===== src/rtl/tmds_wordalign.sv =====
// ============================================================================
// tmds_wordalign : TMDS 10-bit word aligner; hunts the bit offset on control
// token runs. Optional loss-of-lock: define TMDS_WORDALIGN_LOSS_DETECT_EN.
// Revision: 1.0
// ============================================================================
`default_nettype none

module tmds_wordalign #(
  parameter int LGTIMEOUT = 12,
  parameter int NCTL      = 12
) (
  input  logic       i_clk,
  input  logic       i_reset,
  input  logic [9:0] i_word,
  output logic [9:0] o_word,
  output logic       o_ctl_det,
  output logic       o_locked,
  output logic [3:0] o_offset
);

  localparam int                   RUNW    = $clog2(NCTL + 1);
  localparam logic [LGTIMEOUT-1:0] TMO_MAX = {LGTIMEOUT{1'b1}};
  localparam logic [RUNW-1:0]      RUN_LOCK = RUNW'(NCTL);

  typedef enum logic [0:0] {
    ST_HUNT   = 1'b0,
    ST_LOCKED = 1'b1
  } state_t;

  state_t               state_q, state_d;
  logic [3:0]           offset_q, offset_d;
  logic [RUNW-1:0]      run_q, run_d;
  logic [LGTIMEOUT-1:0] tmo_q, tmo_d;
  logic [9:0]           last_q;
  logic [9:0]           word_q;
  logic                 ctl_q;

  logic [19:0]          cat_w;
  logic [19:0]          shifted_w;
  logic [9:0]           cand_w;
  logic                 is_ctl_w;
  logic [RUNW-1:0]      run_inc_w;
  logic [LGTIMEOUT-1:0] tmo_inc_w;
  logic                 lock_hit_w;
  logic                 tmo_hit_w;
  logic [3:0]           offset_nxt_w;

  // Candidate k is the 10-bit window starting k bits into the older word.
  assign cat_w     = {i_word, last_q};
  assign shifted_w = cat_w << offset_q;
  assign cand_w    = shifted_w[19:10];

  assign is_ctl_w = (cand_w == 10'h0AB) || (cand_w == 10'h354) ||
                    (cand_w == 10'h0AA) || (cand_w == 10'h355);

  assign run_inc_w    = run_q + RUNW'(1);
  assign tmo_inc_w    = tmo_q + LGTIMEOUT'(1);
  assign lock_hit_w   = is_ctl_w && (run_inc_w == RUN_LOCK);
  assign tmo_hit_w    = (tmo_inc_w == TMO_MAX);
  assign offset_nxt_w = (offset_q == 4'd9) ? 4'd0 : offset_q + 4'd1;

  always_comb begin
    state_d  = state_q;
    offset_d = offset_q;
    run_d    = run_q;
    tmo_d    = tmo_q;
    case (state_q)
      ST_HUNT: begin
        // A completed token run beats a simultaneous window expiry.
        if (lock_hit_w) begin
          state_d = ST_LOCKED;
          run_d   = '0;
          tmo_d   = '0;
        end else if (tmo_hit_w) begin
          offset_d = offset_nxt_w;
          run_d    = '0;
          tmo_d    = '0;
        end else begin
          tmo_d = tmo_inc_w;
          run_d = is_ctl_w ? run_inc_w : '0;
        end
      end
      ST_LOCKED: begin
        run_d = '0;
`ifdef TMDS_WORDALIGN_LOSS_DETECT_EN
        if (is_ctl_w) begin
          tmo_d = '0;
        end else if (tmo_hit_w) begin
          state_d = ST_HUNT;
          tmo_d   = '0;
        end else begin
          tmo_d = tmo_inc_w;
        end
`else
        tmo_d = '0;
`endif
      end
    endcase
  end

  always_ff @(posedge i_clk) begin
    if (i_reset) begin
      state_q  <= ST_HUNT;
      offset_q <= 4'd0;
      run_q    <= '0;
      tmo_q    <= '0;
      last_q   <= 10'd0;
      word_q   <= 10'd0;
      ctl_q    <= 1'b0;
    end else begin
      state_q  <= state_d;
      offset_q <= offset_d;
      run_q    <= run_d;
      tmo_q    <= tmo_d;
      last_q   <= i_word;
      word_q   <= cand_w;
      ctl_q    <= is_ctl_w;
    end
  end

  assign o_word    = word_q;
  assign o_ctl_det = ctl_q;
  assign o_locked  = (state_q == ST_LOCKED);
  assign o_offset  = offset_q;

endmodule

`default_nettype wire


===== config.mk =====
export PLATFORM = sky130hd
export DESIGN_NAME = tmds_wordalign
export DESIGN_NICKNAME = d
export VERILOG_FILES = /design/src/rtl/tmds_wordalign.sv
export SDC_FILE = /design/constraint.sdc
export NUM_CORES = 1
export LEC_CHECK = 0
export CAP_MARGIN = 0
export CORE_ASPECT_RATIO = 0.7
export CORE_MARGIN = 4
export CORE_UTILIZATION = 35
export DETAILED_ROUTE_END_ITERATION = 8
export GPL_ROUTABILITY_DRIVEN = 0
export GPL_TIMING_DRIVEN = 1
export RECOVER_POWER = 50
export SYNTH_ARGS = -nofsm -noshare
export SYNTH_HDL_FRONTEND = slang
export SYNTH_SLANG_ARGS = --single-unit

===== constraint.sdc =====
create_clock -name i_clk -period 2.98 [get_ports i_clk]
set_input_delay 0.447 -clock i_clk [delete_from_list [all_inputs] [get_ports i_clk]]
set_output_delay 0.447 -clock i_clk [all_outputs]
set_load 0.03 [all_outputs]

## After elaboration in Yosys (flattened, before gate mapping)

Cells that the tools add are included.

- Multiplexer cells: 10
- $add $sub $neg: 3
- Bitwise logic cells: 2
- Reductions and logical operators: 5
- Eq/ne operators: 7
- Shift operators: 1

Operators with widths:

| kind | number |
|---|---|
| two-way mux 12 bit | 2 |
| case mux 12 bit (2 select lines) | 1 |
| equality test 10 bit, second input constant | 2 |
| equality test 10 x 8 -> 1 bit, second input constant | 2 |
| << shifter 20 x 4 -> 20 bit | 1 |
| two-way mux 4 bit | 4 |
| adder 12 x 1 -> 12 bit, second input constant | 1 |
| equality test 12 bit, second input constant | 1 |
| adder 4 x 1 -> 4 bit, second input constant | 2 |
| equality test 4 bit, second input constant | 2 |
| case mux 4 bit (2 select lines) | 1 |
| logical OR 1 bit | 3 |
| AND reduction 3 bit | 1 |
| two-way mux 1 bit | 2 |
| inverter 1 bit | 2 |
| logical AND 1 bit | 1 |

- Bits in registers: 42
- Output and inout port bits: 16

## Longest topological paths before layout

- Depth after elaboration: 9
- Gate-level depth with buffers: 11
- Mapped depth without buffers: 9

## Worst setup path after synthesis

OpenSTA, ideal clock, no wires.

- Path kind: register -> register
- From: register offset_q[0] (netlist: o_offset[0])
- To: register offset_q[2] (netlist: o_offset[2])
- Path slack: -0.277 ns
- Stages on the path, launching flop included: 10
- Required time: 2.857 ns
- Setup time: 0.123 ns
- Data arrival time: 3.134 ns
- Cells stage by stage: dfxtp_1 > buf_6 > buf_8 > mux4_2 > a22oi_2 > nand2_1 > or4_4 > or4b_4 > nand4_1 > mux2_1

- Cells in the longest elaborated chain, start to end: 8
- Elaborated cells on any way between the ends: 14
- Classes of those cells: 1 x add/sub; 5 x eq/ne; 1 x shift; 1 x mux; 1 x bitwise; 5 x reduce/logical

RTL lines:

| item | line | text |
|---|---|---|
| from (decl) | 31 | `logic [3:0] offset_q, offset_d;` |
| from (signal assigned) | 112 | `offset_q <= offset_d;` |
| << shifter 20 x 4 -> 20 bit | 50 | `assign shifted_w = cat_w << offset_q;` |
| equality test 10 x 8 -> 1 bit / equality test 10 bit (equally long branches) | 53 | `assign is_ctl_w = (cand_w == 10'h0AB) \|\| (cand_w == 10'h354) \|\|` |
| logical OR 1 bit (2 in a row) | 53 |  |
| logical OR 1 bit | 54 | `(cand_w == 10'h0AA) \|\| (cand_w == 10'h355);` |
| logical AND 1 bit | 58 | `assign lock_hit_w = is_ctl_w && (run_inc_w == RUN_LOCK);` |
| inverter 1 bit (no line) | - |  |
| AND reduction 3 bit (no line) | - |  |

Several ways; a longest one is shown, not always the timed one.
A chain may end at the register's enable or synchronous reset.

## Worst setup path after layout

Same ends and word-level chain as after synthesis.

==> flow_summary.ini <==
[run_status]
status = completed

[power]
swShare = 0.275
switchingPower_uw = 315
power.density_nw_per_um2 = 340
total_power_uw = 1150
pwr-share-clk = 0.344
p_int_uw = 832
p_comb_frac = 0.139
p_leak_uw = 0.00128
max-vdd-ir-drop_uv = 268
p_seq_frac = 0.517

[global_routing]
grt_pass1_wl_mm = 10.5
overflow = 0
antenna_found_initial = 0
grt_pass1_vias = 2048
grt_use_total = 0.157
grt_max_degree = 25

[sta]
finalSetupViolations = 0
max-slew-margin-rel = 0.614
hold_viol_final = 0
setup_tns_ns = 0
fin_crit_ns = 2.92
skew_ns = 0.0191
min_period_over_period = 0.981
drv_slew = 0
worst_slew_pin_slew_ns = 0.578
max_freq_ghz = 0.342

[layout]
fin_area_sq_um = 3370
layout-drive-gt1-share = 0.328
layout_common_cells = 50 x buf_4, 40 x dfxtp_1, 31 x nor2_1, 19 x clkdlybuf4s50_1, 18 x nor2b_1
n_antenna_cell = 0
nets = 338
syn_to_final_growth_pct = 37.6
layout_commonest_cell = buf_4
final_util = 0.497

[synth]
syn-cell-area_sq_um = 2450
synth_top_area_frac = 0.343
yosysTopAreaCell = dfxtp_1
synth-main-ff-cell = dfxtp_1
avgSynthCellArea_sq_um = 9.88
synth_nets = 264
synth_seq_cells = 42
syn_inst = 248
synth-edff-count = 0
async_reset_ff_frac = 0
seq_area_frac_synth = 0.343
synth.distinct_cells = 51
ys_warn_count = 0
synth.area.top_cells = dfxtp_1 34%, mux4_2 13%, nor2_1 4.7%

[detailed_routing]
drc = 0
firstDrtPassIters = 4
post_drt_wl_per_cell_um = 15.5
first_iter_violations = 169
drt_wl_total_mm = 6.46
vias = 2190
ant_nets = 0
vias_per_cell = 5.25

[clocking]
clk_latency_ns = 0.31
cts-root-buf = clkbuf_8
clockBufferDepth = 2
path_clk_slew_ns = 0.10
htree_levels = 2
cts_tree = built
cts-buffers-inserted = 5
clock-sinks = 42
ctsHoldBuffers = 0

[placed_design]
port_buffers = 27
dpl_cell_area_sq_um = 3100
dp_hpwl_mm = 4.73

[floorplan]
dieArea_sq_um = 8420
ios = 28
initial_utilization = 0.361
row_count = 25
die_x_um = 108
fp.dieH_um = 78.0
coreArea_sq_um = 6790

[setup_path]
critPathMaxFanout = 7
worstSetupPathType = flip-flop to flip-flop
cp-startpoint = o_offset[0]
reg2reg_slack_ns = 0.06
crit_top_cell = nand4_1
r2r-start = o_offset[0]
reg2reg_depth = 9
start_kind = flip-flop
cp.arrival_ns = 3.12
crit_buf_inv = 2
crit_path_max_incr_delay_ns = 0.58
timing.rr.end = o_offset[2]
critPathTopFamily = simple AND/OR/NAND/NOR gates
cp_slowest_cell = or4b_4
cp_num_cells = 9
worstPathCellList = buf_6 -> buf_4 -> mux4_2 -> a22o_1 -> a21oi_2 -> nand4_1 -> or4b_4 -> nand4_1 -> mux2_1
end_kind = flip-flop
cp.required_ns = 3.18

[worst_hold_path]
min_from = tmo_q[0]
min_path_type = flip-flop to flip-flop
min_to = tmo_q[0]
whs_path_depth = 1

[job]
maxCapViolCount = 0
-- per-stage QoR --
step                setup WS (ns)  hold slack, ns  instances
global route              -0.0378           0.547        417
finish                     0.0580           0.508        417
global placement           -0.339           0.477        397
floorplan                 -0.0947           0.452        248
detailed placement         -0.383           0.491        397
CTS                        0.0288           0.515        410
-- power groups by stage --
stage / clock (uW) / combinational (uW) / sequential, uW
2_1_floorplan: 0 / 61.3 / 616
3_3_place_gp: 0 / 146 / 605
3_5_place_dp: 0 / 147 / 605
4_1_cts: 407 / 148 / 592
5_1_grt: 429 / 171 / 596
6_report: 395 / 160 / 593
-- timing repair --
item,in CTS,in global routing
pin swaps,1,1
endpoints found under the setup margin,3,20
buffers inserted,5,7
resized for setup,10,15
-- how the worst max path moves through the flow --
stage / end / slack (ns)
after floorplan: o_offset[2] / -0.09
after detailed placement: o_offset[2] / -0.38
after global placement: o_offset[2] / -0.34
after CTS: o_offset[2] / 0.03
after global routing: o_offset[2] / -0.04
final: o_offset[2] / 0.06
-- Yosys cell counts (2+ instances only) --
| cell type | instances |
|---|---|
| a21oi_1 | 8 |
| a221oi_1 | 3 |
| a22o_1 | 4 |
| a22oi_1 | 2 |
| a22oi_2 | 2 |
| a31oi_1 | 2 |
| and2_1 | 2 |
| and3_1 | 2 |
| buf_2 | 3 |
| clkbuf_1 | 7 |
| dfxtp_1 | 42 |
| ha_1 | 4 |
| inv_1 | 9 |
| mux2_2 | 5 |
| mux2i_1 | 3 |
| mux4_1 | 4 |
| mux4_2 | 14 |
| nand2_1 | 10 |
| nand2b_1 | 4 |
| nand3_1 | 9 |
| nand4_1 | 7 |
| nor2_1 | 31 |
| nor2b_1 | 18 |
| nor3_1 | 6 |
| nor4_1 | 3 |
| o21a_1 | 2 |
| o21ai_0 | 6 |
| o21ba_2 | 2 |
| o31ai_1 | 3 |
| or4_1 | 2 |
| xnor2_1 | 6 |
| xor2_1 | 4 |
-- area by class of cell --
class | count | area (sq um)
fill | 642 | 3420
multi-input combinational | 183 | 1570
sequential | 42 | 846
timing repair buffer | 81 | 716
tap | 94 | 118
clock buffer | 5 | 68.8
inverter | 9 | 33.8
clock inverter | 3 | 22.5
-- flip-flops by register name, summed over array words and instances (netlist names) --
register,count
o_ctl_det,1
o_locked,1
o_offset,4
tmo_q,12
last_q,10
o_word,10
run_q,4
-- cells by family after synthesis --
kind of cell               after synthesis  synth area share
adders and majority gates                4            0.0204
DFF                                     42             0.343
xor gates and xnor gates                10            0.0357
muxes                                   27             0.211
AOI/OAI and AO/OA                       39             0.115
buffers and inverters                   23            0.0460
and+or+nand+nor                        103             0.228
-- routing by layer --
metal / part of all wire / vias up / track usage
li1: - / 1067 / -
met1: 0.50 / 1033 / 0.244
met2: 0.41 / 86 / 0.209
met3: 0.081 / 4 / 0.0432
met4: 0.0094 / 0 / 0.0404
met5: 0 / - / 0
No activity file was read; power rests on OpenSTA's default activity.
